===== config.mk =====
export PLATFORM = sky130hd
export DESIGN_NAME = contador_modos
export DESIGN_NICKNAME = d
export VERILOG_FILES = /design/src/rtl/contador_modos_pkg.sv /design/src/rtl/contador_paso.sv /design/src/rtl/contador_modos.sv
export SDC_FILE = /design/constraint.sdc
export NUM_CORES = 1
export LEC_CHECK = 0
export BUFFER_PORTS_ARGS = -buffer_cell sky130_fd_sc_hd__buf_4
export CAP_MARGIN = 40
export CORE_AREA = 2 2 39 41
export DETAILED_ROUTE_END_ITERATION = 7
export DIE_AREA = 0 0 41 43
export PLACE_DENSITY = 0.68
export SLEW_MARGIN = 20
export SYNTH_ARGS = -nofsm -noshare
export SYNTH_HDL_FRONTEND = slang
export SYNTH_SLANG_ARGS = --single-unit

===== constraint.sdc =====
create_clock -name clk -period 5 [get_ports clk]
set_clock_uncertainty 0.2 [all_clocks]
set_input_delay 0.75 -clock clk [delete_from_list [all_inputs] [get_ports clk]]
set_output_delay 0.75 -clock clk [all_outputs]
set_load 0.02 [all_outputs]

===== src/rtl/contador_modos_pkg.sv =====
`default_nettype none
// ============================================================================
// Module  : contador_defs (package)
// Brief   : Mode encodings and step constant shared by the mode counter.
// Revision: 1.0 - initial release
// ============================================================================
package contador_defs;

  localparam logic [1:0] MODE_UP3   = 2'b00;
  localparam logic [1:0] MODE_DOWN1 = 2'b01;
  localparam logic [1:0] MODE_UP1   = 2'b10;
  localparam logic [1:0] MODE_LOAD  = 2'b11;

  localparam int unsigned C_STEP = 3;

endpackage : contador_defs
`default_nettype wire


===== src/rtl/contador_paso.sv =====
`default_nettype none
// ============================================================================
// Module  : contador_paso
// Brief   : Combinational next-state logic: next value, wrap and load flags.
// Revision: 1.0 - initial release
// ============================================================================
module contador_paso
  import contador_defs::*;
#(
  parameter int WIDTH = 4
) (
  input  logic [WIDTH-1:0] q,
  input  logic [1:0]       mode,
  input  logic [WIDTH-1:0] d,
  output logic [WIDTH-1:0] q_next,
  output logic             wrap,
  output logic             load_flag
);

  // Two extra bits so the +3 carry is visible even for very small WIDTH.
  localparam int c_EXT = WIDTH + 2;
  localparam logic [c_EXT-1:0] c_STEP_EXT  = c_EXT'(C_STEP);
  localparam logic [c_EXT-1:0] c_MODULUS   = c_EXT'(1) << WIDTH;

  logic [c_EXT-1:0] w_sum3;

  assign w_sum3 = c_EXT'(q) + c_STEP_EXT;

  always_comb begin
    q_next    = q;
    wrap      = 1'b0;
    load_flag = 1'b0;
    case (mode)
      MODE_UP3: begin
        q_next = w_sum3[WIDTH-1:0];
        wrap   = (w_sum3 >= c_MODULUS);
      end
      MODE_DOWN1: begin
        q_next = q - WIDTH'(1);
        wrap   = (q == '0);
      end
      MODE_UP1: begin
        q_next = q + WIDTH'(1);
        wrap   = (q == '1);
      end
      default: begin
        q_next    = d;
        load_flag = 1'b1;
      end
    endcase
  end

endmodule : contador_paso
`default_nettype wire


===== src/rtl/contador_modos.sv =====
`default_nettype none
// ============================================================================
// Module  : contador_modos
// Brief   : Four-mode synchronous counter with registered Q, rco and load.
// Revision: 1.0 - initial release
// ============================================================================
module contador_modos
  import contador_defs::*;
#(
  parameter int WIDTH = 4
) (
  input  logic             clk,
  input  logic             reset,
  input  logic             enable,
  input  logic [1:0]       mode,
  input  logic [WIDTH-1:0] D,
  output logic [WIDTH-1:0] Q,
  output logic             rco,
  output logic             load
);

  logic [WIDTH-1:0] r_q;
  logic             r_rco;
  logic             r_load;

  logic [WIDTH-1:0] w_q_next;
  logic             w_wrap;
  logic             w_load;

  contador_paso #(
    .WIDTH (WIDTH)
  ) u_paso (
    .q         (r_q),
    .mode      (mode),
    .d         (D),
    .q_next    (w_q_next),
    .wrap      (w_wrap),
    .load_flag (w_load)
  );

  // Flags are pulses: they clear on any edge that does not re-trigger them.
  always_ff @(posedge clk) begin
    if (reset) begin
      r_q    <= '0;
      r_rco  <= 1'b0;
      r_load <= 1'b0;
    end else if (!enable) begin
      r_rco  <= 1'b0;
      r_load <= 1'b0;
    end else begin
      r_q    <= w_q_next;
      r_rco  <= w_wrap;
      r_load <= w_load;
    end
  end

  assign Q    = r_q;
  assign rco  = r_rco;
  assign load = r_load;

endmodule : contador_modos
`default_nettype wire

### Word-level counts from Yosys, hierarchy flattened

Cells that the tools add are included.

| word-level totals | value |
|---|---|
| register bits | 6 |
| input port bits | 9 |
| output and inout bits | 6 |
| word-level logic and storage cells | 18 |

| operators by class | value |
|---|---|
| add/sub/neg operators | 3 |
| magnitude comparators | 1 |
| eq/ne operators | 3 |
| muxes and demuxes | 3 |
| bitwise gates (word level) | 1 |
| reductions and logical operators | 4 |

Operator list:

| operator | number |
|---|---|
| $pmux W4 S3 | 1 |
| $ge A6 B5 Y1 const B | 1 |
| $add A4 B2 Y5 const B | 1 |
| $add A4 B1 Y4 const B | 1 |
| $eq A4 B4 Y1 const B | 1 |
| $logic_not A4 Y1 | 1 |
| $sub A4 B1 Y4 const B | 1 |
| $pmux W1 S3 | 1 |
| $reduce_or A3 Y1 | 1 |
| $eq A2 B1 Y1 const B | 1 |
| $eq A2 B2 Y1 const B | 1 |
| $logic_not A2 Y1 | 1 |
| $reduce_or A2 Y1 | 1 |
| $mux W1 | 1 |
| $not A1 Y1 | 1 |

### Logic depth before layout (Yosys ltp)

Gate-level depths: netlist (run 1).

| depth | value |
|---|---|
| word-level depth | 3 |
| gate-level depth with buffers | 8 |
| gate-level depth less buffers | 8 |

### Cells and area by module

A second synthesis (run 1) with hierarchy kept.

| unflattened totals | value |
|---|---|
| cells, all modules | 59 |
| area total of the unflattened synthesis | 526.8 µm² |

By module, submodules not included:

| module | instances | cells each | area each (µm²) | seq. area each (µm²) |
|---|---|---|---|---|
| contador_paso | 1 | 42 | 320.3 | 0.0 |
| contador_modos | 1 | 17 | 206.4 | 120.1 |

### Worst setup path before layout (run 1)

OpenSTA, ideal clock, no wires.

| path | value |
|---|---|
| path type | input to register |
| from | input port mode[0] |
| to | register r_q[3] (netlist: Q[3]) |
| library setup time | 0.121 ns |
| arrival time | 1.996 ns |
| data required time | 4.679 ns |
| path slack | 2.683 ns |
| stages on the path | 8 |
| path buffers | 0 |
| cell sequence | inv_1 -> ha_1 -> inv_1 -> ha_1 -> and2_1 -> a221oi_2 -> mux2i_1 -> o21ai_1 |

| on the way | value |
|---|---|
| word-level cells in the longest chain between the ends | 2 |
| elaborated cells on any way between the ends | 4 |
| those cells by class | eq/ne (2); mux (1); reduce/logical (1) |

RTL lines:

| element | line | text |
|---|---|---|
| start: declaration | contador_modos.sv:15 | `input logic [1:0] mode,` |
| $eq A2 B2 Y1 (tied with other cells) | contador_paso.sv:33 | `case (mode)` |
| $pmux W4 S3 (*) | contador_paso.sv:33 |  |
| end signal: assignment | contador_modos.sv:51 | `r_q <= w_q_next;` |
| end: declaration | contador_modos.sv:22 | `logic [WIDTH-1:0] r_q;` |

Mark *: on every way between the ends. The rest lies on a longest branch, timed or not.
A chain may end at the register's enable or synchronous reset.

### Worst setup path after layout (run 1)

Same ends and word-level chain as after synthesis.

==> summary.md, run 1 <==
| Metric | Value |
|---|---|
| Post-synthesis compound-gate area fraction | `0.197` |
| Clock sinks | `6` |
| Clock Path Buffers | `2` |
| Area Growth Syn to Fin | `22.9%` |
| Die height | `43 µm` |
| Worst reg2reg path depth | `5` |
| DRC | `0` |
| Peak VDD IR | `0.000125 V` |
| DP HPWL | `922 µm` |
| First-pass GRT wire length | `1.81 mm` |
| Port Buffers | `14` |
| CP Launch Type | `input port` |
| Critical path arrival | `2.26 ns` |
| Most frequent cells in the layout | `buf_4 (14), ha_1 (10), inv_1 (7), dfxtp_1 (6), nand2_1 (6)` |
| GRT Overall Usage | `0.151` |
| Outcome | `complete, no violations` |
| Synth Area in XOR/XNOR | `0.0606` |
| Vias | `498` |
| Die area | `0.00176 mm²` |
| Tcrit/Tclk final | `0.467` |
| Simple-gate share of the synthesized area | `0.229` |
| RSZ-0062 raised after global routing | `false` |
| R2r endpoint | `Q[3]$_SDFFE_PP0P_` |
| Mux cell area share after synthesis | `0.0173` |
| Power Density | `228 mW/mm²` |
| Max-slew violations | `0` |
| Post-Syn Area | `578 µm²` |
| Seq cells post-synth | `6` |
| Hold Startpoint | `Q[1]$_SDFFE_PP0P_` |
| Largest net degree at the start of global routing | `11` |
| Pre-CTS WS | `2.42 ns` |
| Setup bufs post-CTS | `0` |
| Clock Latency Late Sink | `0.24 ns` |
| Setup_tns | `0 ns` |
| Yosys top cell area share | `0.216` |
| Vias in the first global route | `447` |
| Root buffer cell | `clkbuf_4` |
| H-tree depth | `1` |
| Drt pass-1 iters | `2` |
| Share of cells above drive strength 1 | `0.272` |
| Worst Tran Pin Value | `0.303 ns` |
| Sequential fraction of the synthesis area | `0.208` |
| Distinct cells, synth | `31` |
| Max Clk Rate | `429 MHz` |
| Post-CTS Hold Buffers | `0` |
| Commonest non-fill, non-tap cell in the layout | `buf_4` |
| Worst Hold Path EP | `Q[1]$_SDFFE_PP0P_` |
| TritonCTS buffer count | `3` |
| Post-CTS resize count | `0` |
| Yosys warning count | `0` |
| DRT antenna net count | `0` |
| Post-Syn Instances | `67` |
| Max transition margin | `0.797` |
| Synth area leaders | `ha_1 (22%), dfxtp_1 (21%), xnor2_1 (6.1%), inv_1 (4.5%), nor4b_4 (4.1%)` |
| Largest family of logic cells by synthesized area | `simple AND/OR/NAND/NOR gates` |
| Hold Fails Final Rpt | `0` |
| Starting Density | `0.418` |
| Hold path cells | `2` |
| Final Core Density | `0.514` |
| CP required | `4.92 ns` |
| Slack of the worst reg-to-reg path | `3.16 ns` |
| Initial antenna violation count | `0` |
| Worst R2R Start | `Q[2]$_SDFFE_PP0P_` |
| Via-per-instance ratio | `5.13` |
| Hold Crit Class | `flop to flop` |
| Net Count, Synth | `86` |
| Antenna diodes | `0` |
| Crit path max fanout | `4` |
| Mean post-synth cell area | `8.63 µm²` |
| Core box area | `0.00138 mm²` |
| Die X-Extent | `41 µm` |
| CTS tree | `yes` |
| Setup ws final | `2.67 ns` |
| Synth area leader | `ha_1` |
| Post-Route WL | `1.12 mm` |
| Fill count | `130` |
| GPL Wtd Cong | `0.829` |
| Boundary Pins | `15` |
| CP Class | `input port to flop` |
| Final setup fails | `0` |
| Crit path time final | `2.33 ns` |
| Pleak | `0.324 nW` |
| Grt total ovfl | `0` |
| DRT iter0 DRCs | `5` |
| Clock-pin slew on the worst setup and hold paths | `0.04 ns` |
| Adder-Cell Fraction of Synth Area | `0.216` |
| WL/cell | `11.5 µm` |
| Max-cap check violation count | `0` |
| Crit end category | `flop` |
| Placement Rows | `14` |
| Nets | `102` |
[routing by layer]
metal  global-route usage  share of wire
met4               0.0200              0
met3               0.0785          0.055
met1                0.192           0.47
met2                0.228           0.48
met5                    0              0
[where the power goes]
group,switching [W],internal (W)
logic,0.0000294,0.0000297
registers,0.00000762,0.0000519
clock network,0.0000161,0.0000271
[through the flow]
stage | instance area (µm²) | hold WS [ns] | total power, W | std cells
3_3_place_gp | 688 | 0.365 | 0.000119 | 94
6_report | 711 | 0.370 | 0.000162 | 97
2_1_floorplan | 578 | 0.399 | 0.000102 | 67
4_1_cts | 711 | 0.377 | 0.000165 | 97
5_1_grt | 711 | 0.421 | 0.000173 | 97
3_5_place_dp | 688 | 0.367 | 0.000120 | 94
[state kept, by name (all words and copies together) (netlist names)]
signal,cells
Q,4
rco,1
load,1
[synth_stat cells]
cell type  number
nor2_1          2
and4bb_1        1
nand3_1         1
o21ai_0         3
a211oi_1        2
ha_1           10
dfxtp_1         6
xnor2_1         4
a21oi_1         1
nor2b_2         1
and2_1          1
nor3b_1         1
a221oi_1        1
a221oi_2        1
and3b_1         1
nor3_1          1
nand2b_1        1
o21bai_2        1
inv_1           7
nor4_1          1
o22ai_1         1
o211ai_1        1
o21ai_1         3
buf_2           3
or2_2           1
mux2i_1         1
nor4b_4         1
a31oi_1         1
a311oi_1        1
or3_1           1
nand2_1         6
[cells by family (layout without fill, tap and decap cells)]
kind of cell,after synthesis,in the layout
simple gates,20,20
compound gates,16,16
fa+ha+maj,10,10
buf+inv,10,24
flops,6,6
xor+xnor,4,4
mux,1,1
[final cells by class]
class                      count  area, µm²  area share
clock buffer                   3       22.5      0.0317
inverter                       7       26.3      0.0370
timing repair buffer          14        105       0.148
sequential                     6        120       0.169
multi-input combinational     51        417       0.586
tap                           16       20.0      0.0282
[worst max-delay path, cell delays in order]
cell	delay, ns
buf_4	0.12
inv_1	0.09
ha_1	0.20
inv_1	0.05
ha_1	0.31
and2_1	0.18
a221oi_2	0.25
mux2i_1	0.22
o21ai_1	0.08
[worst max-delay path by stage]
stage,startpoint,to,slack [ns]
global route,mode[0],Q[3]$_SDFFE_PP0P_,2.58
detailed placement,mode[0],Q[3]$_SDFFE_PP0P_,2.42
CTS,mode[0],Q[3]$_SDFFE_PP0P_,2.68
finish,mode[0],Q[3]$_SDFFE_PP0P_,2.67
global placement,mode[0],Q[3]$_SDFFE_PP0P_,2.44
floorplan,mode[0],Q[3]$_SDFFE_PP0P_,2.68
No activity file was read; power rests on OpenSTA's default activity.
==> inputs of run 2 (changes only) <==
clock period = 2.2 ns   (was 5 ns; I/O delays follow)
==> summary.md, run 2 (synthesis gave the netlist of run 1 again) <==
| Metric | Value |
|---|---|
| Commonest non-fill, non-tap cell in the layout | `buf_4` |
| DP HPWL | `1.00 mm (+8.6%)` |
| Placement Rows | `14 (unchanged)` |
| Clock Path Buffers | `2 (unchanged)` |
| Starting Density | `0.418 (unchanged)` |
| Die X-Extent | `41 µm (unchanged)` |
| Post-Route WL | `1.20 mm (+7.2%)` |
| Clock-pin slew on the worst setup and hold paths | `0.04 ns (about the same)` |
| Final setup fails | `0 (unchanged)` |
| Crit path buf inv count | `3 (unchanged)` |
| Crit path time final | `1.94 ns` |
| Largest net degree at the start of global routing | `10 (-1)` |
| Max-cap check violation count | `0 (unchanged)` |
| Max transition margin | `0.807 (+0.0100)` |
| Nets | `104 (+2.0%)` |
| Setup_tns | `0 ns (unchanged)` |
| RSZ-0062 raised after global routing | `false` |
| Non-filler cells, final | `99 (+2.1%)` |
| Vias | `515 (+3.4%)` |
| Power Density | `514 mW/mm² (+130%)` |
| Pre-CTS WS | `0.0107 ns (-2.41 ns)` |
| Root buffer cell | `clkbuf_4` |
| Core box area | `0.00138 mm² (unchanged)` |
| Share of cells above drive strength 1 | `0.289 (+0.0176)` |
| Hold Fails Final Rpt | `0 (unchanged)` |
| WL/cell | `12.1 µm (+5.1%)` |
| Die height | `43 µm (unchanged)` |
| Area after DPL | `703 µm² (+2.2%)` |
| Placed cells | `96 (+2.1%)` |
| Max Clk Rate | `515 MHz` |
| Initial antenna violation count | `0 (unchanged)` |
| Vias in the first global route | `461 (+3.1%)` |
| Combinational power share | `0.380 (+0.014)` |
| Worst Hold Path EP | `Q[1]$_SDFFE_PP0P_` |
| Largest register FFs | `4 (unchanged)` |
| R2r endpoint | `Q[3]$_SDFFE_PP0P_` |
| Drt pass-1 iters | `2 (unchanged)` |
| Hold_ws | `0.0930 ns (-0.277 ns)` |
| GRT Overall Usage | `0.155 (+0.00401)` |
| Peak VDD IR | `0.000311 V (+150%)` |
| Switching Share | `0.329 (+0.00122)` |
| Crit end category | `flop` |
| Slack of the worst reg-to-reg path | `0.47 ns (-2.69 ns)` |
| Die area | `0.00176 mm² (unchanged)` |
| CP required | `2.13 ns (-2.79 ns)` |
| Hold Startpoint | `reset` |
| Max-slew violations | `0 (unchanged)` |
| Tcrit/Tclk final | `0.882` |
| Antenna diodes | `0 (unchanged)` |
| H-tree depth | `1 (unchanged)` |
| DRT iter0 DRCs | `7 (+2)` |
| CTS tree | `yes` |
| Outcome | `complete, no violations` |
| Most frequent cells in the layout | `buf_4 (16), ha_1 (10), inv_1 (7), dfxtp_1 (6), nand2_1 (6)` |
| Crit path max fanout | `4 (unchanged)` |
| Clock Latency Late Sink | `0.24 ns (about the same)` |
| Boundary Pins | `15 (unchanged)` |
| Setup bufs post-CTS | `0 (unchanged)` |
| CP Class | `input port to flop` |
| Internal power | `0.000250 W (+130%)` |
| Pleak | `0.334 nW (+3.2%)` |
| Hold Crit Class | `input port to flop` |
| DRT antenna net count | `0 (unchanged)` |
| Worst reg2reg path depth | `5 (unchanged)` |
| Grt total ovfl | `0 (unchanged)` |
| GPL Wtd Cong | `0.865 (+4.4%)` |
| Critical path arrival | `1.87 ns (-0.39 ns)` |
| CP Launch Type | `input port` |
| Reg power frac | `0.355 (-0.013)` |
| CP Cell Sequence | `buf_4, inv_1, ha_1, inv_1, ha_1, and2_1, a221oi_2, mux2i_1, o21ai_1` |
| Hold path cells | `2 (unchanged)` |
| Via-per-instance ratio | `5.20 (+1.3%)` |
| Worst Tran Pin Value | `0.288 ns (-0.0149 ns)` |
| Clock sinks | `6 (unchanged)` |
| Area Growth Syn to Fin | `25.5%` |
| DRC | `0 (unchanged)` |
| Post-CTS Hold Buffers | `0 (unchanged)` |
| First-pass GRT wire length | `1.84 mm (+1.2%)` |
| Worst R2R Start | `Q[2]$_SDFFE_PP0P_` |
| Final Cell Area | `726 µm² (+2.1%)` |
| Clk pwr share | `0.264 (-0.002)` |
| Critical Path Max Stage Delay | `0.31 ns (about the same)` |
| TritonCTS buffer count | `3 (unchanged)` |
| Port Buffers | `14 (unchanged)` |
| Setup ws final | `0.260 ns (-2.41 ns)` |
| Slowest cell on the critical path | `ha_1` |
| Switch Pwr | `0.000123 W (+130%)` |
| Post-CTS resize count | `0 (unchanged)` |
| Top delay family on crit path | `adder cells` |
==> run 2: cell count changes in the layout (fill, tap and decap cells not counted) <==
cell and change:
buf_4 +2
==> run 2: how the worst max path moves through the flow <==
stage               startpoint                end  slack (ns)  cells after the start
floorplan              mode[0]  Q[3]$_SDFFE_PP0P_        0.30                      8
global placement       mode[0]  Q[3]$_SDFFE_PP0P_        0.05                      9
detailed placement     mode[0]  Q[3]$_SDFFE_PP0P_        0.01                      9
CTS                    mode[0]  Q[3]$_SDFFE_PP0P_        0.26                      9
global route           mode[0]  Q[3]$_SDFFE_PP0P_        0.18                      9
finish                 mode[0]  Q[3]$_SDFFE_PP0P_        0.26                      9
==> run 2: worst reg2reg max path, stage by stage (launching register included) <==
cell and delay, ns:
dfxtp_1 0.32, ha_1 0.34, and2_1 0.18, a221oi_2 0.25, mux2i_1 0.24, o21ai_1 0.08
==> run 2: power by group through the flow <==
stage / logic (W) / clock network, W / registers (W)
after floorplan: 0.0000915 / 0 / 0.000140
after global placement: 0.000139 / 0 / 0.000135
after detailed placement: 0.000143 / 0 / 0.000135
after CTS: 0.000143 / 0.000101 / 0.000133
after global routing: 0.000157 / 0.000107 / 0.000135
final: 0.000142 / 0.0000987 / 0.000133
==> run 2: layout make-up <==
| cell class | count | area [µm²] |
|---|---|---|
| Tap cell | 16 | 20.0 |
| Multi-Input combinational cell | 51 | 417 |
| Inverter | 7 | 26.3 |
| Sequential cell | 6 | 120 |
| Fill cell | 136 | 658 |
| Timing Repair Buffer | 16 | 120 |
| Clock buffer | 3 | 22.5 |
==> run 2: layer usage <==
layer | GRT usage | vias up | share of wire
met5 | 0 | - | 0
met2 | 0.222 | 14 | 0.49
met1 | 0.199 | 232 | 0.46
met4 | 0.0600 | 0 | 0
li1 | - | 269 | -
met3 | 0.0681 | 0 | 0.049
==> run 2: through the flow <==
stage	total power (W)	util
finish	0.000373	0.524
floorplan	0.000231	-
global placement	0.000274	0.508
detailed placement	0.000278	0.508
CTS	0.000377	0.524
global route	0.000399	0.524
